File: src/rtl/binary_decoder_scan_if.sv
// ---------------------------------------------------------------------------
// binary_decoder_scan_if
//   Bundles the control inputs and LED/status outputs of binary_decoder_scan.
//
//   Parameter:
//     SEL_W : select width; the LED bus is 2^SEL_W bits wide.
//
//   Signals:
//     en   : enable; 0 blanks the LEDs and freezes the sequencer
//     mode : 00 direct, 01 scan up, 10 scan down, 11 bounce
//     a    : direct select / load value
//     load : single-cycle pulse, sel <= a
//     led  : registered one-hot LED bus
//     sel  : current registered select index
//     wrap : single-cycle pulse on wrap or direction reversal
//
//   Modports:
//     master : control side (drives en/mode/a/load, observes led/sel/wrap)
//     slave  : the decoder itself
// ---------------------------------------------------------------------------
interface binary_decoder_scan_if #(
  parameter int SEL_W = 3
);
  localparam int LED_W = 1 << SEL_W;

  logic             en;
  logic [1:0]       mode;
  logic [SEL_W-1:0] a;
  logic             load;
  logic [LED_W-1:0] led;
  logic [SEL_W-1:0] sel;
  logic             wrap;

  modport master (
    output en, mode, a, load,
    input  led, sel, wrap
  );

  modport slave (
    input  en, mode, a, load,
    output led, sel, wrap
  );
endinterface

File: src/rtl/binary_decoder_scan.sv
// ---------------------------------------------------------------------------
// binary_decoder_scan
//   Registered N-to-2^N one-hot LED decoder with a prescaled sequencer that
//   can walk the lit LED up, down or back-and-forth (bounce).
//
//   Parameters:
//     SEL_W    : select width, 1..6; LED bus is 2^SEL_W bits
//     PRESCALE : clock cycles per scan step, >= 1 (1 = step every cycle)
//
//   Ports:
//     clk   : system clock, rising edge
//     rst_n : asynchronous active-low reset
//     bus   : binary_decoder_scan_if.slave (en, mode, a, load -> led, sel, wrap)
//
//   Build option:
//     LED_ACTIVE_LOW_EN : when defined the LED bus is driven inverted
//                         (lit bit = 0, blank/reset = all ones); sel and
//                         wrap are unaffected.
// ---------------------------------------------------------------------------
module binary_decoder_scan #(
  parameter int SEL_W    = 3,
  parameter int PRESCALE = 4
) (
  input logic                  clk,
  input logic                  rst_n,
  binary_decoder_scan_if.slave bus
);

  localparam int LED_W  = 1 << SEL_W;
  localparam int PCNT_W = (PRESCALE > 1) ? $clog2(PRESCALE) : 1;

  localparam logic [SEL_W-1:0]  SEL_ZERO  = {SEL_W{1'b0}};
  localparam logic [SEL_W-1:0]  SEL_MAX   = {SEL_W{1'b1}};
  localparam logic [SEL_W-1:0]  SEL_ONE   = SEL_W'(1);
  localparam logic [PCNT_W-1:0] PCNT_ZERO = {PCNT_W{1'b0}};
  localparam logic [PCNT_W-1:0] PCNT_ONE  = PCNT_W'(1);
  localparam logic [PCNT_W-1:0] PCNT_LAST = PCNT_W'(PRESCALE - 1);
  localparam logic [LED_W-1:0]  LED_ONE   = {{(LED_W-1){1'b0}}, 1'b1};

`ifdef LED_ACTIVE_LOW_EN
  localparam logic [LED_W-1:0] LED_BLANK = {LED_W{1'b1}};
`else
  localparam logic [LED_W-1:0] LED_BLANK = {LED_W{1'b0}};
`endif

  typedef enum logic [1:0] {
    MODE_DIRECT = 2'b00,
    MODE_UP     = 2'b01,
    MODE_DOWN   = 2'b10,
    MODE_BOUNCE = 2'b11
  } mode_e;

  typedef enum logic {
    DIR_UP   = 1'b0,
    DIR_DOWN = 1'b1
  } dir_e;

  typedef struct packed {
    logic [SEL_W-1:0] sel;
    dir_e             dir;
    logic             wrap;
  } step_t;

  // Parameter legality is only checked in simulation.
  initial begin
    if ((SEL_W < 1) || (SEL_W > 6)) begin
      $error("binary_decoder_scan: SEL_W=%0d outside 1..6", SEL_W);
    end
    if (PRESCALE < 1) begin
      $error("binary_decoder_scan: PRESCALE=%0d must be >= 1", PRESCALE);
    end
  end

  // One scan step from index s in mode m; wrap flags a wrap-around or a
  // bounce reversal. Direct mode never steps, so it returns s unchanged.
  function automatic step_t scan_step(input mode_e m,
                                      input logic [SEL_W-1:0] s,
                                      input dir_e d);
    step_t r;
    r.sel  = s;
    r.dir  = d;
    r.wrap = 1'b0;
    case (m)
      MODE_UP: begin
        r.sel  = s + SEL_ONE;
        r.wrap = (s == SEL_MAX);
      end
      MODE_DOWN: begin
        r.sel  = s - SEL_ONE;
        r.wrap = (s == SEL_ZERO);
      end
      MODE_BOUNCE: begin
        if (d == DIR_UP) begin
          if (s == SEL_MAX) begin
            r.sel  = s - SEL_ONE;
            r.dir  = DIR_DOWN;
            r.wrap = 1'b1;
          end else begin
            r.sel  = s + SEL_ONE;
          end
        end else begin
          if (s == SEL_ZERO) begin
            r.sel  = s + SEL_ONE;
            r.dir  = DIR_UP;
            r.wrap = 1'b1;
          end else begin
            r.sel  = s - SEL_ONE;
          end
        end
      end
      default: begin
        r.sel = s;
      end
    endcase
    return r;
  endfunction

  // LED pattern for index s, blanked when not enabled, in board polarity.
  function automatic logic [LED_W-1:0] led_drive(input logic [SEL_W-1:0] s,
                                                 input logic on);
    logic [LED_W-1:0] pat;
    if (on) begin
      pat = LED_ONE << s;
    end else begin
      pat = {LED_W{1'b0}};
    end
`ifdef LED_ACTIVE_LOW_EN
    return ~pat;
`else
    return pat;
`endif
  endfunction

  logic [SEL_W-1:0]  sel_r;
  logic [LED_W-1:0]  led_r;
  logic              wrap_r;
  logic [PCNT_W-1:0] pcnt_r;
  dir_e              dir_r;
  mode_e             mode_r;

  logic [SEL_W-1:0]  sel_nxt_s;
  logic              wrap_nxt_s;
  logic [PCNT_W-1:0] pcnt_nxt_s;
  dir_e              dir_nxt_s;
  mode_e             mode_nxt_s;
  mode_e             mode_in_s;
  logic              tick_s;
  step_t             step_s;

  assign mode_in_s = mode_e'(bus.mode);
  assign tick_s    = bus.en & (pcnt_r == PCNT_LAST);
  assign step_s    = scan_step(mode_r, sel_r, dir_r);

  // Next-state selection; branch order is the edge priority
  // (load, disable, mode change, direct, tick, count).
  always_comb begin
    sel_nxt_s  = sel_r;
    dir_nxt_s  = dir_r;
    mode_nxt_s = mode_r;
    pcnt_nxt_s = pcnt_r;
    wrap_nxt_s = 1'b0;
    if (bus.load) begin
      // Load wins over a coincident tick and works while disabled.
      sel_nxt_s  = bus.a;
      pcnt_nxt_s = PCNT_ZERO;
    end else if (!bus.en) begin
      pcnt_nxt_s = PCNT_ZERO;
    end else if (mode_in_s != mode_r) begin
      // A mode switch only restarts the prescaler; no step this edge.
      mode_nxt_s = mode_in_s;
      pcnt_nxt_s = PCNT_ZERO;
      if (mode_in_s == MODE_BOUNCE) begin
        dir_nxt_s = (sel_r == SEL_MAX) ? DIR_DOWN : DIR_UP;
      end else begin
        dir_nxt_s = dir_r;
      end
    end else if (mode_r == MODE_DIRECT) begin
      sel_nxt_s  = bus.a;
      pcnt_nxt_s = PCNT_ZERO;
    end else if (tick_s) begin
      sel_nxt_s  = step_s.sel;
      dir_nxt_s  = step_s.dir;
      wrap_nxt_s = step_s.wrap;
      pcnt_nxt_s = PCNT_ZERO;
    end else begin
      pcnt_nxt_s = pcnt_r + PCNT_ONE;
    end
  end

  // State and output registers; led is built from the next sel so that it
  // changes in the same cycle as sel.
  always_ff @(posedge clk or negedge rst_n) begin
    if (!rst_n) begin
      sel_r  <= SEL_ZERO;
      led_r  <= LED_BLANK;
      wrap_r <= 1'b0;
      pcnt_r <= PCNT_ZERO;
      dir_r  <= DIR_UP;
      mode_r <= MODE_DIRECT;
    end else begin
      sel_r  <= sel_nxt_s;
      led_r  <= led_drive(sel_nxt_s, bus.en);
      wrap_r <= wrap_nxt_s;
      pcnt_r <= pcnt_nxt_s;
      dir_r  <= dir_nxt_s;
      mode_r <= mode_nxt_s;
    end
  end

  assign bus.led  = led_r;
  assign bus.sel  = sel_r;
  assign bus.wrap = wrap_r;

endmodule

File: src/flat_wrapper.sv
// flat-port wrapper written by rule: the top's interface ports become plain ports
module binary_decoder_scan_flat 
#(
  parameter int SEL_W    = 3,
  parameter int PRESCALE = 4
)
  (clk, rst_n, bus_en, bus_mode, bus_a, bus_load, bus_led, bus_sel, bus_wrap);
  binary_decoder_scan_if #(.SEL_W(SEL_W)) bus_i ();
  input logic clk;
  input logic rst_n;
  input wire logic [$bits(bus_i.en)-1:0] bus_en;
  input wire logic [$bits(bus_i.mode)-1:0] bus_mode;
  input wire logic [$bits(bus_i.a)-1:0] bus_a;
  input wire logic [$bits(bus_i.load)-1:0] bus_load;
  output wire logic [$bits(bus_i.led)-1:0] bus_led;
  output wire logic [$bits(bus_i.sel)-1:0] bus_sel;
  output wire logic [$bits(bus_i.wrap)-1:0] bus_wrap;
  assign bus_i.en = bus_en;
  assign bus_i.mode = bus_mode;
  assign bus_i.a = bus_a;
  assign bus_i.load = bus_load;
  assign bus_led = bus_i.led;
  assign bus_sel = bus_i.sel;
  assign bus_wrap = bus_i.wrap;
  binary_decoder_scan #(.SEL_W(SEL_W), .PRESCALE(PRESCALE)) u_core (.clk(clk), .rst_n(rst_n), .bus(bus_i));
endmodule
File: config.mk
export PLATFORM = sky130hd
export DESIGN_NAME = binary_decoder_scan_flat
export DESIGN_NICKNAME = d
export VERILOG_FILES = /design/src/rtl/binary_decoder_scan_if.sv /design/src/rtl/binary_decoder_scan.sv /design/src/flat_wrapper.sv
export SDC_FILE = /design/constraint.sdc
export NUM_CORES = 1
export LEC_CHECK = 0
export ABC_AREA = 1
export BUFFER_PORTS_ARGS = -buffer_cell sky130_fd_sc_hd__clkbuf_2
export CAP_MARGIN = 40
export CORE_ASPECT_RATIO = 0.5
export CORE_MARGIN = 2
export CORE_UTILIZATION = 30
export CTS_BUF_LIST = sky130_fd_sc_hd__clkbuf_4
export DETAILED_ROUTE_END_ITERATION = 7
export SETUP_SLACK_MARGIN = 0.05
export SYNTH_ARGS = -nofsm -noshare
export SYNTH_HDL_FRONTEND = slang
export SYNTH_SLANG_ARGS = --single-unit
File: constraint.sdc
create_clock -name clk -period 2.1 [get_ports clk]
set_input_delay 0.105 -clock clk [delete_from_list [all_inputs] [get_ports clk]]
set_output_delay 0.105 -clock clk [all_outputs]
set_load 0.02 [all_outputs]
==> flow_summary.json <==
{
  "critPathKind": "reg -> reg",
  "grt_max_degree": 18,
  "clock-sinks": 17,
  "portBuffers": 20,
  "cts_tree": "yes",
  "overflow": 0,
  "fmax_mhz": 531.4,
  "cts_buffers": 3,
  "synth_top_family_by_area": "simple AND/OR/NAND/NOR gates",
  "fill_cells": 317,
  "post_cts_buffers": 0,
  "total_power_w": 0.0008313,
  "clock_skew_ns": 0.004236,
  "synthMuxAreaShare_pct": 0,
  "ys_top_cells_by_count": "nand2_1 (29), dfrtp_1 (17), nor2_1 (16)",
  "synthArstFlopShare_pct": 100.0,
  "avgRoutedWirePerCell_um": 12.07,
  "max_stage_delay_ns": 0.43,
  "area_growth_syn_to_layout_pct": 19.18,
  "crit_top_cell": "nand2_1",
  "firstDrtPassIters": 5,
  "worst_slew_pin_slew_ns": 0.4483,
  "post-synth-top-area-fraction_pct": 42.08,
  "routed_via_density": 4.599,
  "yosys.cell_types.count": 27,
  "peakVddDrop_uv": 282.6,
  "post-dp-hpwl_um": 1775,
  "antenna_found_initial": 0,
  "drive_above_1_share_pct": 30.26,
  "row_count": 14,
  "stdcell_count": 192,
  "placed_cells": 187,
  "synth_ff_type": "dfrtp_1",
  "routabilityCongestion": 0.8805,
  "hp-class": "in -> reg",
  "die_h_um": 45.05,
  "fin_crit_sh_pct": 89.62,
  "htree_levels": 1,
  "end_kind": "flip-flop",
  "yosys.area_share.adder_pct": 6.188,
  "path_clk_slew_ns": 0.11,
  "final-max-slew-violation-count": 0,
  "routed_wl_um": 2317,
  "yosysMostFrequentCell": "nand2_1",
  "diodes": 0,
  "synth.area.top_cells": "dfrtp_1 (42%), nand2_1 (11%), ha_1 (6.2%), nand2_2 (6.2%), nor2_1 (5.9%)",
  "maxSlewHeadroom_pct": 70.11,
  "ant_nets": 0,
  "crit_chain": "ha_1, ha_2, nor2_2, inv_1, nand2_1, nand2_1, a21oi_1, nand2_1, nand2_1, nand2_1, nand2_2, nand2_4, nand2_2, nor2_1",
  "insertion_delay_ns": 0.30,
  "synth_fp_nets": 142,
  "syn_area_per_cell_sq_um": 7.898,
  "yosysSeqAreaShare_pct": 42.08,
  "initial_core_util_pct": 32.61,
  "synth_area_leader_cell": "dfrtp_1",
  "grt_pass1_wl_um": 3864,
  "crit_fanout": 4,
  "first_global_vias": 844,
  "final_core_util_pct": 38.86,
  "power_leakage_nw": 0.6217,
  "status": "completed",
  "drc": 0,
  "finalSetupViolations": 0,
  "syn_area_sq_um": 1011,
  "die_area_sq_um": 3879,
  "synthSimpleGateAreaFrac_pct": 34.28,
  "r2r_cells": 14,
  "critPathRequiredTime_ns": 2.30,
  "cp_data_arrival_time_ns": 2.09,
  "chipWidth_um": 86.10,
  "hold_violations": 0,
  "nNetsFinal": 167,
  "vias": 883,
  "ios": 21,
  "netlist_instances": 128,
  "yosys_warnings": 0,
  "setup_tns_ns": 0,
  "holdPathStages": 3,
  "start_kind": "flip-flop",
  "clockBufferDepth": 2,
  "drv_cap": 0,
  "core_area_sq_um": 3100,
  "fin_crit_ns": 1.882,
  "synth-edff-count": 0,
  "clock_tree.root_cell": "clkbuf_4",
  "synth_compound_area_share_pct": 8.416,
  "powerDensity_nw_per_um2": 689.9,
  "groute.usage.overall_pct": 13.21,
  "rsz0062_at_grt": "false",
  "cp_slowest_cell": "dfrtp_1",
  "synth-seq-cells": 17,
  "synthXorXnorAreaFrac_pct": 2.599,
  "dr.first_iter.drc_count": 78
}
-- final cells by class --
type / count / area [sq um] / area share, %
clock buffer: 3 / 22.52 / 1.869
clock inverter: 1 / 7.507 / 0.6231
inverter: 16 / 61.31 / 5.088
multi-input combinational: 94 / 528.0 / 43.82
sequential: 17 / 425.4 / 35.31
tap: 40 / 50.05 / 4.154
timing repair buffer: 21 / 110.1 / 9.138
-- sequential cells by signal, indices dropped and copies added (netlist names) --
register,cells
u_core.pcnt_r,2
u_core.bus.led,8
u_core.dir_r,1
u_core.bus.sel,3
u_core.mode_r,2
u_core.bus.wrap,1
-- through the flow --
stage	hold slack (ns)	setup WS (ns)	instance area, sq um
after floorplan	-0.1906	0.2333	1011
after global placement	0.06619	0.2406	1157
after detailed placement	0.07295	0.1826	1157
after CTS	0.05245	0.1344	1197
after global routing	0.06552	0.05974	1205
final	0.06035	0.2181	1205
-- metal layers --
layer  vias to the layer above  track usage, %  wire length [um]
met5                         -               0                 0
met3                         6           4.022                92
li1                        452               -                 -
met1                       397           18.04              1146
met4                         0           2.857                26
met2                        28           21.09              1052
-- timing repair --
item                                   in CTS  in global routing
setup endpoints to repair                   0                  8
hold buffers                                1                  0
resized for setup                           0                  3
endpoints found under the hold margin      17                  0
-- kinds of logic after synthesis --
family,after synthesis
DFF,17
adders and majority gates,5
buffers and inverters,17
AOI/OAI and AO/OA,15
and+or+nand+nor,71
xor gates and xnor gates,3
-- report_power, final --
part	internal (W)	switching, W	leakage (nW)	total [W]
Sequential	0.000352	0.0000266	0.226	0.000379
Clock	0.0000725	0.000115	0.0139	0.000187
Combinational	0.0000882	0.000177	0.382	0.000265
Total	0.000513	0.000318	0.622	0.000831
-- final timing paths --
| check | start | slack (ns) | end |
|---|---|---|---|
| setup / recovery | u_core.bus.sel[0]$_DFF_PN0_ | 0.22 | u_core.bus.led[6]$_DFF_PN0_ |
| hold / removal | bus_mode[1] | 0.06 | u_core.mode_r[1]$_DFFE_PN0P_ |
| setup reg to reg | u_core.bus.sel[0]$_DFF_PN0_ | 0.22 | u_core.bus.led[6]$_DFF_PN0_ |
| hold reg to reg | u_core.pcnt_r[0]$_DFF_PN0_ | 0.46 | u_core.pcnt_r[0]$_DFF_PN0_ |
| max in group asynchronous | rst_n | 1.52 | u_core.mode_r[0]$_DFFE_PN0P_ |
| min in group asynchronous | rst_n | 0.26 | u_core.pcnt_r[1]$_DFF_PN0_ |
-- critical path: cells and delay by family, from the launching register on --
family                     cells  cell delay (ns)
adders and majority gates      2             0.41
buffers and inverters          1             0.08
and+or+nand+nor               10             0.72
DFF                            1             0.43
AOI/OAI and AO/OA              1             0.13
-- layout by cell type (no fill, tap or decap), types with 2 or more instances in the layout --
| cell | synthesis | final |
|---|---|---|
| nor2_1 | 16 | 14 |
| nand3_2 | 3 | 3 |
| ha_1 | 5 | 4 |
| inv_1 | 14 | 14 |
| nand2_1 | 29 | 29 |
| nand3_1 | 5 | 5 |
| a21oi_1 | 6 | 6 |
| clkbuf_4 | 0 | 3 |
| clkbuf_2 | 0 | 20 |
| xnor2_1 | 2 | 2 |
| nand2_4 | 2 | 2 |
| o21ai_0 | 4 | 4 |
| nand2_2 | 10 | 10 |
| nor2_2 | 1 | 3 |
| dfrtp_1 | 17 | 17 |
Power figures use the tool's default switching activity.
